$ cat config.mk
export PLATFORM = sky130hd
export DESIGN_NAME = mem_stage_flat
export DESIGN_NICKNAME = d
export VERILOG_FILES = /design/src/rtl/mem_stage_if.sv /design/src/rtl/mem_stage.sv /design/src/flat_wrapper.sv
export SDC_FILE = /design/constraint.sdc
export NUM_CORES = 1
export LEC_CHECK = 0
export ABC_AREA = 1
export CORE_MARGIN = 1.5
export CORE_UTILIZATION = 43
export DETAILED_ROUTE_END_ITERATION = 8
export PLACE_DENSITY = 0.76
export RECOVER_POWER = 100
export SETUP_SLACK_MARGIN = 0.5
export SYNTH_ARGS = -nofsm -noshare
export SYNTH_HDL_FRONTEND = slang
export SYNTH_SLANG_ARGS = --single-unit
$ cat constraint.sdc
create_clock -name clk -period 4.95 [get_ports clk]
set_input_delay 0.99 -clock clk [delete_from_list [all_inputs] [get_ports clk]]
set_output_delay 0.99 -clock clk [all_outputs]
set_load 0.01 [all_outputs]
$ cat src/rtl/mem_stage_if.sv
// rtl/mem_stage_if.sv - data-memory bus between the MEM stage and data memory
interface mem_stage_if;
  logic        dmem_req;
  logic        dmem_we;
  logic [31:0] dmem_addr;
  logic [3:0]  dmem_be;
  logic [31:0] dmem_wdata;
  logic        dmem_ack;
  logic [31:0] dmem_rdata;

  modport master (
    output dmem_req, dmem_we, dmem_addr, dmem_be, dmem_wdata,
    input  dmem_ack, dmem_rdata
  );

  modport slave (
    input  dmem_req, dmem_we, dmem_addr, dmem_be, dmem_wdata,
    output dmem_ack, dmem_rdata
  );
endinterface

$ cat src/rtl/mem_stage.sv
// rtl/mem_stage.sv - pipeline MEM stage: aligned loads/stores over a req/ack bus
// with lane steering, misalignment trap and bus timeout.
module mem_stage #(
  parameter int TIMEOUT = 255
) (
  input  logic        clk,
  input  logic        rst,
  input  logic        ex_valid,
  input  logic        ex_mem_read,
  input  logic        ex_mem_write,
  input  logic [1:0]  ex_mem_size,
  input  logic        ex_mem_unsigned,
  input  logic [31:0] ex_addr,
  input  logic [31:0] ex_store_data,
  input  logic [9:0]  ex_wb,
  mem_stage_if.master dmem,
  output logic        mem_stall,
  output logic        mem_wb_valid,
  output logic [31:0] mem_wb_data,
  output logic [9:0]  mem_wb_wb,
  output logic        mem_wb_misalign,
  output logic        mem_wb_buserr
);

  localparam int CW = (TIMEOUT > 2) ? $clog2(TIMEOUT) : 1;
  localparam logic [CW-1:0] CNT_LAST = CW'(TIMEOUT - 1);

  typedef enum logic {IDLE, BUSY} state_t;

  state_t        state, state_next;
  logic [CW-1:0] cnt;
  logic          cap_store;
  logic          cap_unsigned;
  logic [1:0]    cap_size;
  logic [31:0]   cap_addr;
  logic [9:0]    cap_wb;

  logic mem_op, misalign, start, timeout;

  assign mem_op   = ex_valid & (ex_mem_read | ex_mem_write);
  assign misalign = ((ex_mem_size == 2'b01) & ex_addr[0]) |
                    (ex_mem_size[1] & (|ex_addr[1:0]));

  function automatic logic [3:0] lane_be(input logic [1:0] size, input logic [1:0] a);
    case (size)
      2'b00:   return 4'b0001 << a;
      2'b01:   return 4'b0011 << a;
      default: return 4'b1111;
    endcase
  endfunction

  function automatic logic [31:0] lane_wdata(input logic [1:0] size, input logic [31:0] d);
    case (size)
      2'b00:   return {4{d[7:0]}};
      2'b01:   return {2{d[15:0]}};
      default: return d;
    endcase
  endfunction

  // Little-endian: shift the addressed lane down to bit 0, then extend.
  function automatic logic [31:0] load_extract(input logic [31:0] rdata, input logic [1:0] a,
                                               input logic [1:0] size, input logic uns);
    logic [31:0] sh;
    sh = rdata >> {a, 3'b000};
    case (size)
      2'b00:   return uns ? {24'b0, sh[7:0]}  : {{24{sh[7]}}, sh[7:0]};
      2'b01:   return uns ? {16'b0, sh[15:0]} : {{16{sh[15]}}, sh[15:0]};
      default: return rdata;
    endcase
  endfunction

  always_ff @(posedge clk or posedge rst) begin
    if (rst) state <= IDLE;
    else     state <= state_next;
  end

  always_comb begin
    state_next = state;
    start      = 1'b0;
    timeout    = 1'b0;
    mem_stall  = 1'b0;
    case (state)
      IDLE: begin
        start     = mem_op & ~misalign;
        mem_stall = start;
        if (start) state_next = BUSY;
      end
      BUSY: begin
        timeout   = ~dmem.dmem_ack & (cnt == CNT_LAST);
        mem_stall = ~dmem.dmem_ack & ~timeout;
        if (dmem.dmem_ack | timeout) state_next = IDLE;
      end
      default: state_next = IDLE;
    endcase
    if (rst) mem_stall = 1'b0;
  end

  always_ff @(posedge clk or posedge rst) begin
    if (rst) begin
      dmem.dmem_req   <= 1'b0;
      dmem.dmem_we    <= 1'b0;
      dmem.dmem_addr  <= '0;
      dmem.dmem_be    <= '0;
      dmem.dmem_wdata <= '0;
      mem_wb_valid    <= 1'b0;
      mem_wb_data     <= '0;
      mem_wb_wb       <= '0;
      mem_wb_misalign <= 1'b0;
      mem_wb_buserr   <= 1'b0;
      cnt             <= '0;
      cap_store       <= 1'b0;
      cap_unsigned    <= 1'b0;
      cap_size        <= '0;
      cap_addr        <= '0;
      cap_wb          <= '0;
    end else begin
      mem_wb_valid    <= 1'b0;
      mem_wb_wb       <= '0;
      mem_wb_misalign <= 1'b0;
      mem_wb_buserr   <= 1'b0;
      if (state == IDLE) begin
        if (ex_valid && !mem_op) begin
          mem_wb_valid <= 1'b1;
          mem_wb_data  <= ex_addr;
          mem_wb_wb    <= ex_wb;
        end else if (mem_op && misalign) begin
          mem_wb_valid    <= 1'b1;
          mem_wb_misalign <= 1'b1;
          mem_wb_data     <= ex_addr;
        end else if (start) begin
          // A write wins over a simultaneous read: treated purely as a store.
          dmem.dmem_req   <= 1'b1;
          dmem.dmem_we    <= ex_mem_write;
          dmem.dmem_addr  <= {ex_addr[31:2], 2'b00};
          dmem.dmem_be    <= lane_be(ex_mem_size, ex_addr[1:0]);
          dmem.dmem_wdata <= lane_wdata(ex_mem_size, ex_store_data);
          cnt             <= '0;
          cap_store       <= ex_mem_write;
          cap_unsigned    <= ex_mem_unsigned;
          cap_size        <= ex_mem_size;
          cap_addr        <= ex_addr;
          cap_wb          <= ex_wb;
        end
      end else begin
        if (dmem.dmem_ack) begin
          dmem.dmem_req <= 1'b0;
          dmem.dmem_we  <= 1'b0;
          mem_wb_valid  <= 1'b1;
          mem_wb_wb     <= cap_wb;
          mem_wb_data   <= cap_store ? cap_addr
                         : load_extract(dmem.dmem_rdata, cap_addr[1:0], cap_size, cap_unsigned);
        end else if (timeout) begin
          dmem.dmem_req <= 1'b0;
          dmem.dmem_we  <= 1'b0;
          mem_wb_valid  <= 1'b1;
          mem_wb_buserr <= 1'b1;
          mem_wb_data   <= cap_addr;
        end else begin
          cnt <= cnt + 1'b1;
        end
      end
    end
  end

endmodule

$ cat src/flat_wrapper.sv
// flat-port wrapper written by rule: the top's interface ports become plain ports
module mem_stage_flat 
#(
  parameter int TIMEOUT = 255
)
  (clk, rst, ex_valid, ex_mem_read, ex_mem_write, ex_mem_size, ex_mem_unsigned, ex_addr, ex_store_data, ex_wb, mem_stall, mem_wb_valid, mem_wb_data, mem_wb_wb, mem_wb_misalign, mem_wb_buserr, dmem_dmem_req, dmem_dmem_we, dmem_dmem_addr, dmem_dmem_be, dmem_dmem_wdata, dmem_dmem_ack, dmem_dmem_rdata);
  mem_stage_if dmem_i ();
  input  logic clk;
  input  logic rst;
  input  logic ex_valid;
  input  logic ex_mem_read;
  input  logic ex_mem_write;
  input  logic [1:0] ex_mem_size;
  input  logic ex_mem_unsigned;
  input  logic [31:0] ex_addr;
  input  logic [31:0] ex_store_data;
  input  logic [9:0] ex_wb;
  output logic mem_stall;
  output logic mem_wb_valid;
  output logic [31:0] mem_wb_data;
  output logic [9:0] mem_wb_wb;
  output logic mem_wb_misalign;
  output logic mem_wb_buserr;
  output wire logic [$bits(dmem_i.dmem_req)-1:0] dmem_dmem_req;
  output wire logic [$bits(dmem_i.dmem_we)-1:0] dmem_dmem_we;
  output wire logic [$bits(dmem_i.dmem_addr)-1:0] dmem_dmem_addr;
  output wire logic [$bits(dmem_i.dmem_be)-1:0] dmem_dmem_be;
  output wire logic [$bits(dmem_i.dmem_wdata)-1:0] dmem_dmem_wdata;
  input wire logic [$bits(dmem_i.dmem_ack)-1:0] dmem_dmem_ack;
  input wire logic [$bits(dmem_i.dmem_rdata)-1:0] dmem_dmem_rdata;
  assign dmem_dmem_req = dmem_i.dmem_req;
  assign dmem_dmem_we = dmem_i.dmem_we;
  assign dmem_dmem_addr = dmem_i.dmem_addr;
  assign dmem_dmem_be = dmem_i.dmem_be;
  assign dmem_dmem_wdata = dmem_i.dmem_wdata;
  assign dmem_i.dmem_ack = dmem_dmem_ack;
  assign dmem_i.dmem_rdata = dmem_dmem_rdata;
  mem_stage #(.TIMEOUT(TIMEOUT)) u_core (.clk(clk), .rst(rst), .ex_valid(ex_valid), .ex_mem_read(ex_mem_read), .ex_mem_write(ex_mem_write), .ex_mem_size(ex_mem_size), .ex_mem_unsigned(ex_mem_unsigned), .ex_addr(ex_addr), .ex_store_data(ex_store_data), .ex_wb(ex_wb), .dmem(dmem_i), .mem_stall(mem_stall), .mem_wb_valid(mem_wb_valid), .mem_wb_data(mem_wb_data), .mem_wb_wb(mem_wb_wb), .mem_wb_misalign(mem_wb_misalign), .mem_wb_buserr(mem_wb_buserr));
endmodule
Word-level counts from Yosys, hierarchy flattened
Cells that the tools add are included.
{"block": "totals", "reg_bits": 168, "latch_bits": 0, "mem_bits_rw": 0, "mem_bits_ro": 0, "output_inout_bits": 116, "elab_cells": 102, "mem_count": 0}
{"block": "op_classes", "add_sub_neg": 1, "multipliers": 0, "div_mod_pow": 0, "n_lt_le_gt_ge": 0, "n_eq_ne": 8, "n_shift": 3, "n_mux": 46, "bitwise_logic": 15, "n_reduce_logical": 12}
{"op": "32-bit two-way mux", "count": 8}
{"op": "32-bit one-hot mux with 2 select lines", "count": 2}
{"op": "8-bit two-way mux", "count": 6}
{"op": "32-bit by 5-bit >> shifter with 16-bit output", "count": 1}
{"op": "10-bit two-way mux", "count": 3}
{"op": "1-bit two-way mux", "count": 24}
{"op": "8-bit by 1-bit adder with 8-bit output, second input constant", "count": 1}
{"op": "8-bit == test, second input constant", "count": 1}
{"op": "4-bit one-hot mux with 2 select lines", "count": 1}
{"op": "4-bit AND reduction", "count": 2}
{"op": "1-bit bitwise AND", "count": 6}
{"op": "1-bit NOT", "count": 6}
{"op": "5-bit AND reduction", "count": 1}
{"op": "2-bit by 1-bit == test with 1-bit output, second input constant", "count": 2}
{"op": "2-bit logical NOT", "count": 2}
{"op": "2-bit by 1-bit != test with 1-bit output, second input constant", "count": 2}
{"op": "2-bit != test, second input constant", "count": 2}
{"op": "1-bit one-hot mux with 2 select lines", "count": 2}
{"op": "1-bit by 2-bit left shift with 4-bit output, first input constant", "count": 1}
{"op": "2-bit by 2-bit left shift with 4-bit output, first input constant", "count": 1}
{"op": "3-bit != test, second input constant", "count": 1}
{"op": "1-bit bitwise OR", "count": 3}
{"op": "3-bit nonzero test", "count": 1}
{"op": "1-bit logical AND", "count": 2}
{"op": "4 further kinds", "count": 4}

Logic depth before layout (Yosys ltp)
{"block": "logic_depth", "ltp_word": 10, "mapped_depth": 13}

Worst setup path before layout
No wires, ideal clock.
{"block": "synth_path", "path_type": "input -> output", "startpoint": "in ex_mem_size[0]", "endpoint": "out mem_stall", "t_arrival_ps": 1994, "setup_slack_ps": 1966, "path_stages": 10, "cell_sequence": "buf_6 > inv_4 > nor2_4 > nand2_2 > nand2_4 > nor2_8 > nand2_2 > buf_6 > buf_4 > a21oi_1"}
{"block": "synth_via", "elab_chain_len": 7}
{"item": "from (decl)", "line": "flat_wrapper.sv:13", "source": "input logic [1:0] ex_mem_size;"}
{"item": "2-bit by 1-bit == test with 1-bit output", "line": "mem_stage.sv:41", "source": "assign misalign = ((ex_mem_size == 2'b01) & ex_addr[0]) |"}
{"item": "1-bit bitwise AND", "line": "mem_stage.sv:41"}
{"item": "1-bit bitwise OR", "line": "mem_stage.sv:41"}
{"item": "1-bit NOT", "line": "mem_stage.sv:84", "source": "start = mem_op & ~misalign;"}
{"item": "1-bit bitwise AND", "line": "mem_stage.sv:84"}
{"item": "1-bit one-hot mux with 2 select lines", "line": "mem_stage.sv:82", "source": "case (state)"}
{"item": "1-bit two-way mux", "line": "mem_stage.sv:95", "source": "if (rst) mem_stall = 1'b0;"}
{"item": "to (decl)", "line": "flat_wrapper.sv:18", "source": "output logic mem_stall;"}
No other way between the ends.

Final worst setup path
Ends and elaborated chain as after synthesis.

==> results.json <==
{
  "start_util": 0.437,
  "crit_type": "in2out",
  "busiest_layer": "met2",
  "yosys_warnings": 0,
  "area_growth_pct": 33.8,
  "routabilityCongestion": 0.936,
  "hp-class": "reg2reg",
  "overflow": 0,
  "die_h_um": 135,
  "antenna_left": 0,
  "r2r_setup_slack_ns": 1.96,
  "vdd_ir_drop_max_v": 0.000233,
  "crit_top_cell": "nand2_1",
  "core_um2": 17200,
  "firstDrtPassIters": 5,
  "p_leak_nw": 4.50,
  "clk_pin_slew_ns": 0.06,
  "fmax_mhz": 235,
  "post-cts-setup-buffer-count": 0,
  "clk_latency_ns": 0.42,
  "cts_buffers": 17,
  "worstPathMaxFanout": 11,
  "die_w_um": 135,
  "seq_area_frac_synth": 0.460,
  "cap_violations": 4,
  "r2r-start": "u_core.state",
  "fin_skew_ns": 0.00868,
  "min_from": "u_core.dmem.dmem_wdata[1]",
  "fin_crit_ns": 4.25,
  "drv_slew": 194,
  "vias_per_cell": 5.27,
  "use_met1": 0.331,
  "yosysUniqueCellTypes": 41,
  "power_density_nw_per_um2": 427,
  "antenna_found_initial": 2,
  "first_global_vias": 6759,
  "max_stage_delay_ns": 0.77,
  "clock-sinks": 138,
  "cts-root-buf": "clkbuf_16",
  "multi_input_area_um2": 3120,
  "drive_gt1_frac": 0.0588,
  "grtUsageMet2": 0.395,
  "num_rows": 48,
  "grtUsageMet3": 0.0755,
  "finalHoldViolCount": 0,
  "final_nets": 1226,
  "synth.ff_latch_count": 138,
  "final.period_utilization": 0.859,
  "avgRoutedWirePerCell_um": 16.6,
  "grt_max_degree": 84,
  "rsz0062_at_grt": "no",
  "synthFlopType": "dfrtp_1",
  "syn_inst": 946,
  "dieArea_um2": 18300,
  "nFillCells": 1593,
  "fin_util": 0.585,
  "crit_arrival_ns": 3.26,
  "portBuffers": 228,
  "setup.worst_path.end_class": "primary output",
  "grt_pass1_wl_um": 35500,
  "setup_tns_ns": 0,
  "tightestPinTransition_ns": 1.80,
  "slowest_stage": "dlygate4sd3_1",
  "holdPathEnd": "u_core.dmem.dmem_wdata[1]",
  "cp-start-kind": "primary input",
  "ios": 231,
  "syn_avg_cell_area_um2": 7.93,
  "wirelength_um": 22400,
  "cts_tree": "yes",
  "failed_checks": "capacitance limit, slew limit",
  "synth_edf_count": 0,
  "hold-path-cell-count": 2,
  "cp.required_ns": 3.96,
  "antenna_cells": 0,
  "drtIter0Drc": 537,
  "whs_ns": 0.471,
  "worst-r2r-cell-count": 6,
  "hpwl_um": 15400,
  "setup_viol": 0,
  "cts.repair.resized": 0,
  "r2r-end": "u_core.mem_wb_data[0]",
  "drcViolationCount": 0,
  "ctsHoldBuffers": 0,
  "vias": 7103,
  "outcome": "finished with violations",
  "relSlewSlack": -0.199,
  "htreeDepth": 4,
  "async_flop_share": 1.00,
  "syn_area_um2": 7500,
  "regArea_um2": 3450,
  "clockBufferDepth": 2,
  "grt_usage": 0.249,
  "path_cells": "dlygate4sd3_1 -> clkinvlp_2 -> nor2_4 -> nand2_1 -> nand2_1 -> nor2_1 -> nand2_1 -> a21oi_1 -> clkdlybuf4s50_1"
}
-- critical path: cells and delay by family --
family	cells	cell delay (ns)
AND/OR/NAND/NOR	5	0.71
AO/OA/AOI/OAI	1	0.07
buffers and inverters	3	1.50
-- report_power, final --
part | internal (mW) | switching [mW]
Combinational | 0.647 | 0.759
Clock | 0.752 | 0.528
Sequential | 1.40 | 0.201
Total | 2.80 | 1.49
-- stage by stage --
stage / power [mW] / cells / cell area [um2] / worst slack (ns)
5_1_grt: 4.56 / 1347 / 10000 / 0.547
4_1_cts: 4.44 / 1347 / 10100 / 0.968
2_1_floorplan: 2.48 / 947 / 7510 / 1.97
6_report: 4.29 / 1347 / 10000 / 0.696
3_5_place_dp: 3.14 / 1315 / 9520 / 0.989
3_3_place_gp: 3.12 / 1315 / 9520 / 1.02
-- synth_stat cells, types with 4 or more instances --
cell / number / area (um2)
dfrtp_1: 138 / 3450
a21oi_1: 106 / 531
o21ai_1: 8 / 40.0
a21boi_1: 13 / 97.6
o21ai_0: 62 / 310
buf_6: 9 / 101
nand4_1: 4 / 25.0
nand2_2: 5 / 31.3
buf_4: 40 / 300
nor2_2: 4 / 25.0
inv_1: 61 / 229
nand2_1: 230 / 863
clkbuf_1: 23 / 86.3
buf_2: 17 / 85.1
a21oi_2: 4 / 35.0
nand3_1: 55 / 275
nor3_1: 4 / 20.0
inv_2: 4 / 15.0
a41oi_1: 6 / 52.6
a31oi_1: 8 / 50.1
a21boi_0: 9 / 67.6
nor2_1: 77 / 289
o22ai_1: 30 / 188
-- state kept, by name (all words and copies together) (netlist names) --
register                flops
u_core.mem_wb_data         32
u_core.mem_wb_misalign      1
u_core.mem_wb_wb           10
u_core.mem_wb_valid         1
u_core.cap_unsigned         1
u_core.cnt                  8
u_core.cap_size             2
u_core.state                1
u_core.dmem.dmem_addr       1
u_core.cap_store            1
u_core.dmem.dmem_be         4
u_core.dmem.dmem_wdata     32
u_core.cap_addr            31
u_core.dmem.dmem_we         1
u_core.cap_wb              10
u_core.dmem.dmem_req        1
u_core.mem_wb_buserr        1
-- metal layers --
layer	wire (um)	up-vias
li1	-	3427
met1	9660	3343
met2	10400	291
met3	1870	38
met4	366	4
met5	29	-
-- final cells by class --
cell class | instances | share of cell area
flip-flops and latches | 138 | 0.344
clock inverters | 15 | 0.0167
well taps | 225 | 0.0280
multi-input cells | 649 | 0.311
clock buffers | 17 | 0.0424
inverters | 67 | 0.0253
repair buffers | 236 | 0.233
-- layout by cell type, fill, tap and decap left out, types with 3 or more instances in the layout --
master           count
a21oi_2              4
a21boi_1            13
clkdlybuf4s50_1    113
o22ai_1             30
o21ai_0             70
nand2_2              3
a21oi_1            106
a21boi_0             9
nand4_1              4
nand2_1            235
inv_6                3
nor2_1              79
dlygate4sd3_1      115
nor2_2               3
a41oi_1              6
inv_1               60
nor3_1               4
buf_4                6
a31oi_1              8
clkinv_4             6
dfrtp_1            138
nand3_1             55
clkbuf_16           17
inv_2                4
-- how the worst max path moves through the flow --
| stage | slack [ns] | start | cells past startpoint | endpoint |
|---|---|---|---|---|
| global route | 0.55 | ex_mem_size[0] | 9 | mem_stall |
| finish | 0.70 | ex_mem_size[0] | 9 | mem_stall |
| floorplan | 1.97 | ex_mem_size[0] | 10 | mem_stall |
| detailed placement | 0.99 | ex_mem_size[0] | 9 | mem_stall |
| global placement | 1.02 | ex_mem_size[0] | 9 | mem_stall |
| CTS | 0.97 | ex_mem_size[0] | 9 | mem_stall |
-- kinds of logic (layout without fill, tap and decap cells) --
group / after synthesis / in the layout / share of synthesized area
buffers and inverters: 160 / 335 / 0.117
other: 1 / 2 / 0.000500
adders and majority gates: 2 / 2 / 0.00333
DFF: 138 / 138 / 0.460
AOI/OAI and AO/OA: 252 / 252 / 0.191
xor gates and xnor gates: 2 / 2 / 0.00233
and+or+nand+nor: 391 / 391 / 0.226
No activity file was read; power rests on OpenSTA's default activity.
